**src/rtl/nv_fifo_pkg.sv**
```systemverilog
//------------------------------------------------------------------------------
// nv_fifo_pkg : width helpers and DEPTH legality check for the flopram FIFO
// Rev 1.0
//------------------------------------------------------------------------------
`default_nettype none

`define NV_FIFO_POW2_CHECK(D) \
  if (((D) < 2) || (((D) & ((D) - 1)) != 0)) begin : g_depth_check \
    $error("nv fifo: DEPTH must be a power of 2 and at least 2"); \
  end

package nv_fifo_pkg;

  function automatic int clog2(input int n);
    int r;
    int v;
    r = 0;
    v = n - 1;
    while (v > 0) begin
      r++;
      v = v >> 1;
    end
    return r;
  endfunction

  function automatic int ptr_w(input int depth);
    return clog2(depth);
  endfunction

  // Counts must represent DEPTH itself, hence one extra bit.
  function automatic int cnt_w(input int depth);
    return clog2(depth) + 1;
  endfunction

endpackage

`default_nettype wire

```
**src/rtl/nv_nvdla_flopram_fifo_param_if.sv**
```systemverilog
//------------------------------------------------------------------------------
// nv_nvdla_flopram_fifo_param_if : producer/consumer handshake bundle
// Rev 1.0
//------------------------------------------------------------------------------
`default_nettype none

interface nv_nvdla_flopram_fifo_param_if #(
  parameter int WIDTH = 50,
  parameter int DEPTH = 4
);
  import nv_fifo_pkg::*;

  logic                      wr_req;
  logic                      wr_ready;
  logic [WIDTH-1:0]          wr_data;
  logic                      rd_req;
  logic                      rd_ready;
  logic [WIDTH-1:0]          rd_data;
  logic [cnt_w(DEPTH)-1:0]   wr_count;

  modport master (
    output wr_req, wr_data, rd_ready,
    input  wr_ready, rd_req, rd_data, wr_count
  );

  modport slave (
    input  wr_req, wr_data, rd_ready,
    output wr_ready, rd_req, rd_data, wr_count
  );

endinterface

`default_nettype wire

```
**src/rtl/nv_nvdla_flopram_rwa.sv**
```systemverilog
//------------------------------------------------------------------------------
// nv_nvdla_flopram_rwa : staged-write flop RAM with combinational read mux
// Rev 1.0
//------------------------------------------------------------------------------
`default_nettype none

module nv_nvdla_flopram_rwa #(
  parameter int WIDTH = 50,
  parameter int DEPTH = 4,
  parameter int AW    = 2
) (
  input  logic             clk,
  input  logic             reset_,
  input  logic             we,
  input  logic [AW-1:0]    wa,
  input  logic [WIDTH-1:0] di,
  input  logic [AW-1:0]    ra,
  output logic [WIDTH-1:0] dout,
  output logic             stage_vld
);

  logic [WIDTH-1:0] di_d;
  logic [AW-1:0]    wa_d;
  logic [WIDTH-1:0] ram [DEPTH];
  logic [DEPTH-1:0] ent_we;

  always_ff @(posedge clk or negedge reset_) begin
    if (!reset_) stage_vld <= 1'b0;
    else         stage_vld <= we;
  end

  // Payload and address staging carry no reset; stage_vld alone qualifies them.
  always_ff @(posedge clk) begin
    if (we) begin
      di_d <= di;
      wa_d <= wa;
    end
  end

  always_comb begin
    ent_we = '0;
    for (int i = 0; i < DEPTH; i++) ent_we[i] = stage_vld && (wa_d == AW'(i));
  end

  always_ff @(posedge clk) begin
    for (int i = 0; i < DEPTH; i++) begin
      if (ent_we[i]) ram[i] <= di_d;
    end
  end

  always_comb begin
    dout = '0;
    for (int i = 0; i < DEPTH; i++) begin
      if (ra == AW'(i)) dout = ram[i];
    end
  end

endmodule

`default_nettype wire

```
**src/rtl/nv_nvdla_flopram_fifo_param.sv**
```systemverilog
//------------------------------------------------------------------------------
// nv_nvdla_flopram_fifo_param : parametrised flop FIFO, valid/ready both sides
// Rev 1.0
//------------------------------------------------------------------------------
`default_nettype none

module nv_nvdla_flopram_fifo_param
  import nv_fifo_pkg::*;
#(
  parameter int WIDTH = 50,
  parameter int DEPTH = 4
) (
  input  logic                          clk,
  input  logic                          reset_,
  nv_nvdla_flopram_fifo_param_if.slave  bus,
  input  logic [31:0]                   pwrbus_ram_pd
);

  localparam int AW = ptr_w(DEPTH);
  localparam int CW = cnt_w(DEPTH);

  `NV_FIFO_POW2_CHECK(DEPTH)

  logic [AW-1:0] wr_ptr;
  logic [AW-1:0] rd_ptr;
  logic [CW-1:0] wr_count;
  logic [CW-1:0] rd_count;
  logic          push;
  logic          pop;
  logic          commit;
  logic          unused_pwrbus;

  assign unused_pwrbus = ^pwrbus_ram_pd;

  // Ready depends only on registered state, so no ready->valid loop is formed.
  assign bus.wr_ready = (wr_count != CW'(DEPTH));
  assign bus.rd_req   = (rd_count != '0);
  assign bus.wr_count = wr_count;
  assign push         = bus.wr_req && bus.wr_ready;
  assign pop          = bus.rd_req && bus.rd_ready;

  always_ff @(posedge clk or negedge reset_) begin
    if (!reset_) begin
      wr_ptr   <= '0;
      rd_ptr   <= '0;
      wr_count <= '0;
      rd_count <= '0;
    end else begin
      if (push) wr_ptr <= wr_ptr + AW'(1);
      if (pop)  rd_ptr <= rd_ptr + AW'(1);
      wr_count <= wr_count + CW'(push)   - CW'(pop);
      rd_count <= rd_count + CW'(commit) - CW'(pop);
    end
  end

  nv_nvdla_flopram_rwa #(
    .WIDTH (WIDTH),
    .DEPTH (DEPTH),
    .AW    (AW)
  ) u_ram (
    .clk       (clk),
    .reset_    (reset_),
    .we        (push),
    .wa        (wr_ptr),
    .di        (bus.wr_data),
    .ra        (rd_ptr),
    .dout      (bus.rd_data),
    .stage_vld (commit)
  );

  a_no_push_full : assert property (@(posedge clk) disable iff (!reset_)
    push |-> (wr_count != CW'(DEPTH)));
  a_count_max    : assert property (@(posedge clk) disable iff (!reset_)
    wr_count <= CW'(DEPTH));
  a_rd_le_wr     : assert property (@(posedge clk) disable iff (!reset_)
    rd_count <= wr_count);
  a_rd_ge_wr_m1  : assert property (@(posedge clk) disable iff (!reset_)
    ({1'b0, rd_count} + {{CW{1'b0}}, 1'b1}) >= {1'b0, wr_count});

endmodule

`default_nettype wire
```
**src/flat_wrapper.sv**
```systemverilog
// flat-port wrapper written by rule: the top's interface ports become plain ports
module nv_nvdla_flopram_fifo_param_flat import nv_fifo_pkg::*;
#(
  parameter int WIDTH = 50,
  parameter int DEPTH = 4
)
  (clk, reset_, pwrbus_ram_pd, bus_wr_req, bus_wr_data, bus_rd_ready, bus_wr_ready, bus_rd_req, bus_rd_data, bus_wr_count);
  nv_nvdla_flopram_fifo_param_if #(.WIDTH(WIDTH), .DEPTH(DEPTH)) bus_i ();
  input  logic clk;
  input  logic reset_;
  input  logic [31:0] pwrbus_ram_pd;
  input wire logic [$bits(bus_i.wr_req)-1:0] bus_wr_req;
  input wire logic [$bits(bus_i.wr_data)-1:0] bus_wr_data;
  input wire logic [$bits(bus_i.rd_ready)-1:0] bus_rd_ready;
  output wire logic [$bits(bus_i.wr_ready)-1:0] bus_wr_ready;
  output wire logic [$bits(bus_i.rd_req)-1:0] bus_rd_req;
  output wire logic [$bits(bus_i.rd_data)-1:0] bus_rd_data;
  output wire logic [$bits(bus_i.wr_count)-1:0] bus_wr_count;
  assign bus_i.wr_req = bus_wr_req;
  assign bus_i.wr_data = bus_wr_data;
  assign bus_i.rd_ready = bus_rd_ready;
  assign bus_wr_ready = bus_i.wr_ready;
  assign bus_rd_req = bus_i.rd_req;
  assign bus_rd_data = bus_i.rd_data;
  assign bus_wr_count = bus_i.wr_count;
  nv_nvdla_flopram_fifo_param #(.WIDTH(WIDTH), .DEPTH(DEPTH)) u_core (.clk(clk), .reset_(reset_), .bus(bus_i), .pwrbus_ram_pd(pwrbus_ram_pd));
endmodule
```
**config.mk**
```make
export PLATFORM = sky130hd
export DESIGN_NAME = nv_nvdla_flopram_fifo_param_flat
export DESIGN_NICKNAME = d
export VERILOG_FILES = /design/src/rtl/nv_fifo_pkg.sv /design/src/rtl/nv_nvdla_flopram_fifo_param_if.sv /design/src/rtl/nv_nvdla_flopram_rwa.sv /design/src/rtl/nv_nvdla_flopram_fifo_param.sv /design/src/flat_wrapper.sv
export SDC_FILE = /design/constraint.sdc
export NUM_CORES = 1
export LEC_CHECK = 0
export ABC_AREA = 1
export BUFFER_PORTS_ARGS = -buffer_cell sky130_fd_sc_hd__buf_2
export CAP_MARGIN = 20
export CELL_PAD_IN_SITES_DETAIL_PLACEMENT = 1
export CELL_PAD_IN_SITES_GLOBAL_PLACEMENT = 1
export CORE_MARGIN = 1
export CORE_UTILIZATION = 45
export DETAILED_ROUTE_END_ITERATION = 6
export GPL_ROUTABILITY_DRIVEN = 0
export PLACE_DENSITY = 0.83
export SYNTH_ARGS = -nofsm -noshare
export SYNTH_HDL_FRONTEND = slang
export SYNTH_SLANG_ARGS = --single-unit
export TNS_END_PERCENT = 20
```
**constraint.sdc**
```tcl
create_clock -name clk -period 14 [get_ports clk]
set_clock_uncertainty 0.2 [all_clocks]
set_input_delay 0.7 -clock clk [delete_from_list [all_inputs] [get_ports clk]]
set_output_delay 0.7 -clock clk [all_outputs]
set_load 0.03 [all_outputs]
```
# [After elaboration in Yosys (flattened, before gate mapping)]
# Memories as Yosys holds them, arrays and structs flattened.
# Cells that the tools add are included.
[word_totals] ff_bits=63 mem_bits_rw=200 out_inout_bits=55 elab_cells=54 mem_count=1
[memory_table] name="u_core.u_ram.ram" depth=4 word_bits=50 read_ports=4 rd_clocked_by_memory_dff=0 wr=1 line="nv_nvdla_flopram_rwa.sv:24" rtl="logic [WIDTH-1:0] ram [DEPTH];"
[op_classes] n_addsub=6 n_eq_ne=7 mux=21 n_reduce_logical=12
[op_table] cell="$mux W50" n=7
[op_table] cell="$reduce_or A50 Y1" n=3
[op_table] cell="$mux W1" n=11
[op_table] cell="$eq A2 B2 Y1 const B" n=4
[op_table] cell="$add A3 B1 Y3" n=2
[op_table] cell="$logic_and A1 B1 Y1" n=6
[op_table] cell="$mux W2" n=3
[op_table] cell="$sub A3 B1 Y3" n=2
[op_table] cell="$add A2 B1 Y2 const B" n=2
[op_table] cell="$eq A2 B1 Y1 const B" n=2
[op_table] cell="$logic_not A2 Y1" n=2
[op_table] cell="$ne A3 B3 Y1 const B" n=1
[op_table] cell="$reduce_bool A3 Y1" n=1

# [Logic depth before layout (Yosys ltp)]
# Gate-level depths: netlist of run 1.
[depth] ltp_word=8 ltp_mapped=12 ltp_nobuf=12

# [By module]
# Synthesis of run 1 repeated with hierarchy kept, for this count alone.
[unflattened] hier_cells=619 hier_area_um2=9639.2
[modules_own_cells] module="nv_nvdla_flopram_rwa" instances=1 cells_per_inst=550 area_per_inst_um2=9063.7 seq_area_each_um2=7592.3
[modules_own_cells] module="nv_nvdla_flopram_fifo_param" instances=1 cells_per_inst=69 area_per_inst_um2=575.6 seq_area_each_um2=250.2

# [Worst setup path before layout of run 1]
# Ideal clock, no wire load.
[synth_path] path_type="register to register" start="reg u_core.u_ram.wa_d[0]" end="mem u_core.u_ram.ram[0][0], enable pin" arrival_time_ns=3.866 required_ns=13.281 slack_ns=9.414 stages_incl_launch_ff=2 period_less_slack_ns=4.586 path_cell_list="edfxtp_1 nor3_1"
[synth_between] word_cells_on_any_way=25 cone_classes="eq/ne (3); mux (14); reduce/logical (8)"
[synth_lines] item="start, declared" line="nv_nvdla_flopram_rwa.sv:23" rtl="logic [AW-1:0] wa_d;"
[synth_lines] item="start signal, assigned" line="nv_nvdla_flopram_rwa.sv:36" rtl="wa_d <= wa;"
[synth_lines] item="$logic_not A2 Y1" line="nv_nvdla_flopram_rwa.sv:42" rtl="for (int i = 0; i < DEPTH; i++) ent_we[i] = stage_vld && (wa_d == AW'(i));"
[synth_lines] item="$logic_and A1 B1 Y1" line="nv_nvdla_flopram_rwa.sv:42"
[synth_lines] item="via u_core.u_ram.ent_we[0]" line="nv_nvdla_flopram_rwa.sv:25" rtl="logic [DEPTH-1:0] ent_we;"
[synth_lines] item="$mux W1" line="nv_nvdla_flopram_rwa.sv:47" rtl="if (ent_we[i]) ram[i] <= di_d;"
[synth_lines] item="$mux W1 (not written as such)" line="nv_nvdla_flopram_rwa.sv:47"
[synth_lines] item="$mux W1 (no line) (3 in series)"
[synth_lines] item="end, declared" line="nv_nvdla_flopram_rwa.sv:24"
# The timed path passes the listed nets, and every way through them passes these cells.

# [Worst setup path in the final report of run 1]
[layout_path] start="reg u_core.rd_ptr[0]" end="out bus_rd_data[24]"
[layout_between] elab_chain_cells=5 word_cells_on_any_way=8 cone_classes="eq/ne (3); mux (4); reduce/logical (1)"
[layout_lines] item="start, declared" line="nv_nvdla_flopram_fifo_param.sv:25" rtl="logic [AW-1:0] rd_ptr;"
[layout_lines] item="start signal, assigned" line="nv_nvdla_flopram_fifo_param.sv:50" rtl="if (pop) rd_ptr <= rd_ptr + AW'(1);"
[layout_lines] item="$logic_not A2 Y1" line="nv_nvdla_flopram_rwa.sv:54" rtl="if (ra == AW'(i)) dout = ram[i];"
[layout_lines] item="$mux W50 (3 in series)" line="nv_nvdla_flopram_rwa.sv:54"
[layout_lines] item="$mux W50 (*)" line="nv_nvdla_flopram_rwa.sv:54"
[layout_lines] item="end, declared" line="flat_wrapper.sv:17" rtl="output wire logic [$bits(bus_i.rd_data)-1:0] bus_rd_data;"
# Mark *: on every way between the ends. The rest lies on a longest branch, timed or not.

==> reports/results.tsv, run 1 <==
metric	value	unit
powerDensity	242	nW/µm²
boundaryPins	141	
grt_pass1_vias	6592	
cp-end-kind	primary output	
synth.net_count	864	
ys.flop_type	edfxtp_1	
numCtsBuffers	26	
cts_tree	yes	
synth_async_sr_flop_share	4.18	%
vdd.ir_drop.worst	0.144	mV
start_util	46.2	%
post_drt_via_cell_ratio	5.08	
die_area	24000	µm²
multi_input_area	2120	µm²
maxSlewViolCount	0	
grt-ovfl-total	0	
hpwl	12900	µm
antennaDiodeCount	0	
slew_headroom	30.3	%
root_buffer	clkbuf_16	
io_buffer_count	108	
synth_top_area_share	71.9	%
grtUsageTotal	19.3	%
syn_to_final_growth	15.3	%
whs_path_depth	1	
synth_cells	768	
synth_top_family_by_area	simple AND/OR/NAND/NOR gates	
synth-compound-area-share	4.86	%
cp_data_required_time	13.10	ns
cts_max_level	1	
core-area	22800	µm²
dr.first_iter.drc_count	258	
fin_nets	973	
finalCritPeriodShare	27.8	%
firstDrtPassIters	4	
hold_ws	0.153	ns
synth-edff-count	252	
hold_class	input port to register	
ys_types	20	
drt-wirelength-per-cell	18.7	µm
ys_seq_area_share	74.5	%
synth_xor_area_share	0.166	%
regArea	7840	µm²
grt_pass1_wl	35100	µm
synth_simple_gate_area_share	13.1	%
ys_seq_elements	263	
hold_viol	0	
setup-violations-final	0	
fp-row-count	55	
die_w	155	µm
power_leakage	4.82	nW
drive_above_1_share	24.5	%
clkSinkCount	263	
cp-start-kind	register	
grt_max_degree	55	
reg2regPathDepth	11	
ant_nets	0	
die_y	155	µm
drc	0	
finalSetupTns	0	ns
cp_data_arrival_time	3.00	ns
via_count	6141	
num-fill-cells	2264	
worst_pin_slew	1.05	ns
antenna_found_initial	2	
synth_area	10500	µm²
max_freq	0.257	GHz
status	complete, no violations	
period_minus_slack	3.90	ns
yosys-top-cells-area	edfxtp_1, nand2_1, nand3_2, a21oi_1, dfrtp_1	
maxCapViolCount	0	
worstSetupPathType	register to primary output	
clkLatencyLatePin	0.52	ns
synth_fa_ha_area_share	1.33	%
routed_wl	22700	µm
crit_fanout	54	
avgSynthCellArea	13.7	µm²
rsz0062_at_grt	false	
post_cts_resized	0	
clk_pin_slew	0.06	ns
yosysWarnings	0	
synth.largest_area_cell	edfxtp_1	
synth_mux_area_share	0	%
cts_buffer_depth	3	
-- sequential cells by signal, summed over array words and instances, names as in the netlist --
name and flops:
u_core.u_ram.ram 200, u_core.u_ram.di_d 50, u_core.bus.wr_count 3, u_core.rd_count 3, u_core.rd_ptr 2, u_core.u_ram.wa_d 2, u_core.wr_ptr 2, u_core.u_ram.stage_vld 1
-- cells by family (layout without fill, tap and decap cells) --
logic type	Yosys count	after routing
flops	263	263
compound gates	101	101
xor+xnor	2	2
buf+inv	110	239
simple gates	282	282
fa+ha+maj	10	10
-- power by group --
part	internal, W	switching [W]
logic	0.000305	0.000842
clock network	0.000409	0.000276
registers	0.00103	0.0000667
-- worst paths after layout --
path | start | endpoint | slack (ns)
max in group asynchronous | reset_ | u_core.wr_ptr[1]$_DFFE_PN0P_ | 12.98
max reg2reg | u_core.rd_count[1]$_DFF_PN0_ | u_core.rd_count[2]$_DFF_PN0_ | 11.61
min reg2reg | u_core.u_ram.di_d[0]$_DFFE_PP_ | u_core.u_ram.ram[3][0]$_DFFE_PP_ | 0.29
max | u_core.rd_ptr[0]$_DFFE_PN0P_ | bus_rd_data[24] | 10.10
min in group asynchronous | reset_ | u_core.rd_count[2]$_DFF_PN0_ | 0.39
min | bus_wr_data[33] | u_core.u_ram.di_d[33]$_DFFE_PP_ | 0.15
-- final cells by class --
class,count,share of cell area (%)
clock buffer,36,6.18
inverter,71,2.30
timing repair buffer,120,5.22
clock inverter,12,0.898
sequential,263,64.7
tap,313,3.23
multi-input combinational,395,17.5
-- synthesized netlist by cell type (2+ instances only) --
| master | n |
|---|---|
| a21oi_1 | 99 |
| buf_12 | 5 |
| buf_2 | 21 |
| buf_6 | 12 |
| dfrtp_1 | 11 |
| edfxtp_1 | 252 |
| fa_1 | 2 |
| ha_1 | 8 |
| inv_1 | 70 |
| nand2_1 | 219 |
| nand3_1 | 5 |
| nand3_2 | 50 |
| nor2_1 | 4 |
| nor3_1 | 4 |
-- what timing repair did --
| item | 4_1_cts | 5_1_grt |
|---|---|---|
| setup buffers | 0 | 0 |
| endpoints found under the setup margin | 0 | 0 |
| endpoints found under the hold margin | 11 | 0 |
| hold buffers | 1 | 0 |
-- layer usage --
layer	track usage, %	routed length [µm]	share of wire [%]
met5	0	31	0.14
met4	5.61	515	2.3
met3	3.09	881	3.9
met2	35.6	11800	52
met1	23.1	9420	42
-- per-stage QoR --
step	utilization [%]	worst slack, ns	std cells	total power (W)	instance area, µm²
CTS	53.2	10.03	1210	0.00297	12100
global placement	49.4	10.71	1161	0.00222	11300
finish	53.2	10.10	1210	0.00293	12100
floorplan	-	9.41	768	0.00198	10500
detailed placement	49.4	10.61	1161	0.00228	11300
global route	53.2	9.83	1210	0.00310	12100
-- placed cells by master, fill, tap and decap left out, drive strengths merged --
master / Yosys / routed
dlygate4sd3: 0 / 1
nor3: 4 / 4
clkinvlp: 0 / 1
clkbuf: 0 / 36
xnor2: 1 / 1
xor2: 1 / 1
nand3: 55 / 55
bufinv: 0 / 2
o21bai: 1 / 1
ha: 8 / 8
buf: 39 / 119
nand2: 219 / 219
nor2: 4 / 4
edfxtp: 252 / 252
inv: 71 / 71
dfrtp: 11 / 11
clkinv: 0 / 9
a21oi: 100 / 100
fa: 2 / 2
-- critical path, stage by stage, from the launching register on --
cell	delay, ns
dfrtp_1	0.47
inv_1	0.23
ha_4	0.56
buf_4	0.63
a21oi_1	0.12
nand2_1	0.10
nand2_1	0.05
nand2_1	0.10
buf_2	0.21
No activity file was read; power rests on OpenSTA's default activity.
==> inputs of run 2 (changes only) <==
Settings changed: CORE_UTILIZATION 45 to 42, PLACE_DENSITY 0.83 to 0.82.
Clock period 14 ns to 3.36 ns, I/O delays scaled along.
==> run 2 against run 1 <==
Net effect:
- largest cell class unchanged
- count of clock-buffer cells in the layout is 4 lower
- sequential cell count is the same
- largest power group unchanged
- register-to-register slack got worse by 11 ns
==> reports/results.tsv, run 2 (synthesis gave the netlist of run 1 again) <==
metric	value	unit	change
slew_headroom	55.6	%	+25 points
grt_pass1_vias	7001		+6.2%
hold_viol	0		unchanged
period_minus_slack	3.07	ns	
io_buffer_count	108		unchanged
layout_commonest_cell	edfxtp_1		
cp-startpoint	u_core.rd_ptr[1]$_DFFE_PN0P_		
finalCritPeriodShare	91.3	%	
syn_to_final_growth	21.7	%	
vdd.ir_drop.worst	0.758	mV	+430%
fin_nets	1033		+6.2%
num-fill-cells	2471		+9.1%
root_buffer	clkbuf_16		
maxCapViolCount	0		unchanged
cp.depth	8		unchanged
core-area	24500	µm²	+7.4%
clkLatencyLatePin	0.52	ns	about the same
antennaDiodeCount	0		unchanged
reg2regPathDepth	8		-3
drt-wirelength-per-cell	18.7	µm	about the same
via_count	6330		+3.1%
sw_frac_of_total	40.1	%	-0.38 points
cp_data_arrival_time	2.70	ns	-0.30 ns
crit_fanout	18		-67%
hpwl	13600	µm	+5.1%
dr.first_iter.drc_count	328		+27%
largest_register_ff_count	200		unchanged
switching_power	0.00504	W	+330%
firstDrtPassIters	4		unchanged
setup-violations-final	0		unchanged
drc	0		unchanged
reg2reg_from	u_core.bus.wr_count[1]$_DFF_PN0_		
cts_buffer_depth	3		unchanged
power_frac_clock	24.2	%	+0.8 points
p_seq_share	36.3	%	-1.1 points
critPathBufInv	3		unchanged
dpl-instance-area	11400	µm²	+0.88%
power_leakage	5.10	nW	+5.7%
r2r-end	u_core.bus.wr_count[1]$_DFF_PN0_		
largestRegisters	u_core.u_ram.ram x200, u_core.u_ram.di_d x50		
final_util	52.3	%	-0.91 points
cp_data_required_time	2.99	ns	-10.11 ns
grt_pass1_wl	37800	µm	+7.5%
p_int	0.00753	W	+330%
fin_area	12800	µm²	+5.6%
cp-end-kind	primary output		
crit_slowest_cell	ha_2		
path_cells	inv_1 -> ha_2 -> buf_4 -> a21oi_1 -> nand2_1 -> nand2_1 -> nand2_1 -> buf_2		
cts_tree	yes		
maxSlewViolCount	0		unchanged
whs_path_depth	2		+1
worstSetupPathType	register to primary output		
min-delay-start	bus_wr_data[45]		
hold_ws	0.161	ns	+0.00766 ns
boundaryPins	141		unchanged
crit_path_frequent_cell	nand2_1		
cts_setup_buffers	0		unchanged
numCtsBuffers	27		+3.8%
cp-start-kind	register		
worst_pin_slew	0.665	ns	-0.381 ns
cpPeakStageDelay	0.63	ns	about the same
status	complete, no violations		
die_w	160	µm	+3.5%
grt-ovfl-total	0		unchanged
grtUsageTotal	19.0	%	-0.29 points
clk_pin_slew	0.06	ns	about the same
hold_path_end	u_core.u_ram.di_d[45]$_DFFE_PP_		
rsz0062_at_grt	false		
grt_max_degree	89		+62%
post_drt_via_cell_ratio	4.95		-2.6%
antenna_found_initial	0		-2
max_freq	0.326	GHz	
drive_above_1_share	23.6	%	-0.89 points
die_y	160	µm	+3.5%
die_area	25700	µm²	+7.1%
cp_top_family	buffers and inverters		
routed_wl	24000	µm	+5.8%
ant_nets	0		unchanged
hold_class	input port to register		
fp-row-count	57		+3.6%
top_register	u_core.u_ram.ram		
p_comb_share	39.5	%	+0.3 points
total_power	0.0126	W	+330%
clkSinkCount	263		unchanged
layout_common_cells	edfxtp_1, nand2_1, buf_2		
powerDensity	982	nW/µm²	+310%
r2r_setup_slack	0.92	ns	-10.69 ns
start_util	43.0	%	-3.2 points
cts_max_level	1		unchanged
-- run 2: changes by cell type in the layout (fill, tap and decap cells not counted), sizes merged --
cell | previous run | this run
clkbuf | 36 | 32
clkinvlp | 1 | 3
dlygate4sd3 | 1 | 54
bufinv | 2 | 5
clkinv | 9 | 8
buf | 119 | 125
-- run 2: layout make-up --
type,instances,area (µm²),area share [%]
Clock buffer,32,694,5.42
Sequential cell,263,7840,61.3
Clock inverter,16,209,1.63
Tap cell,324,405,3.17
Inverter,71,279,2.18
Timing Repair Buffer,179,1260,9.83
Multi-Input combinational cell,395,2110,16.5
-- run 2: what timing repair did --
action	in CTS	in global routing
gates resized for setup	0	0
hold buffers	54	0
hold endpoints to repair	65	0
-- run 2: through the flow --
step           setup WS, ns  instances  TNS, ns
2_1_floorplan         -1.23        768  -242.85
3_3_place_gp          0.879       1178        0
3_5_place_dp          0.824       1178        0
4_1_cts               0.257       1280        0
5_1_grt               0.159       1280        0
6_report              0.291       1280        0
-- run 2: how the worst max path moves through the flow --
stage,end,slack [ns]
2_1_floorplan,u_core.u_ram.ram[0][0]$_DFFE_PP_,-1.23
3_3_place_gp,bus_rd_data[34],0.88
3_5_place_dp,bus_rd_data[44],0.82
4_1_cts,bus_rd_data[44],0.26
5_1_grt,bus_rd_data[43],0.16
6_report,bus_rd_data[44],0.29
-- run 2: power groups by stage --
stage                     clock network [W]  logic, W  registers [W]
after floorplan                           0   0.00363        0.00461
after CTS                           0.00311   0.00504        0.00456
after global placement                    0   0.00479        0.00457
after global routing                0.00322   0.00543        0.00461
after detailed placement                  0   0.00496        0.00463
final                               0.00304   0.00496        0.00456
-- run 2: per-layer routing --
layer  up-vias  track usage (%)  routed length (µm)
li1       2986                -                   -
met1      3173             24.1               10300
met2       136             34.2               12200
met3        35             2.68                 910
met4         0             4.50                 495
met5         -                0                   0
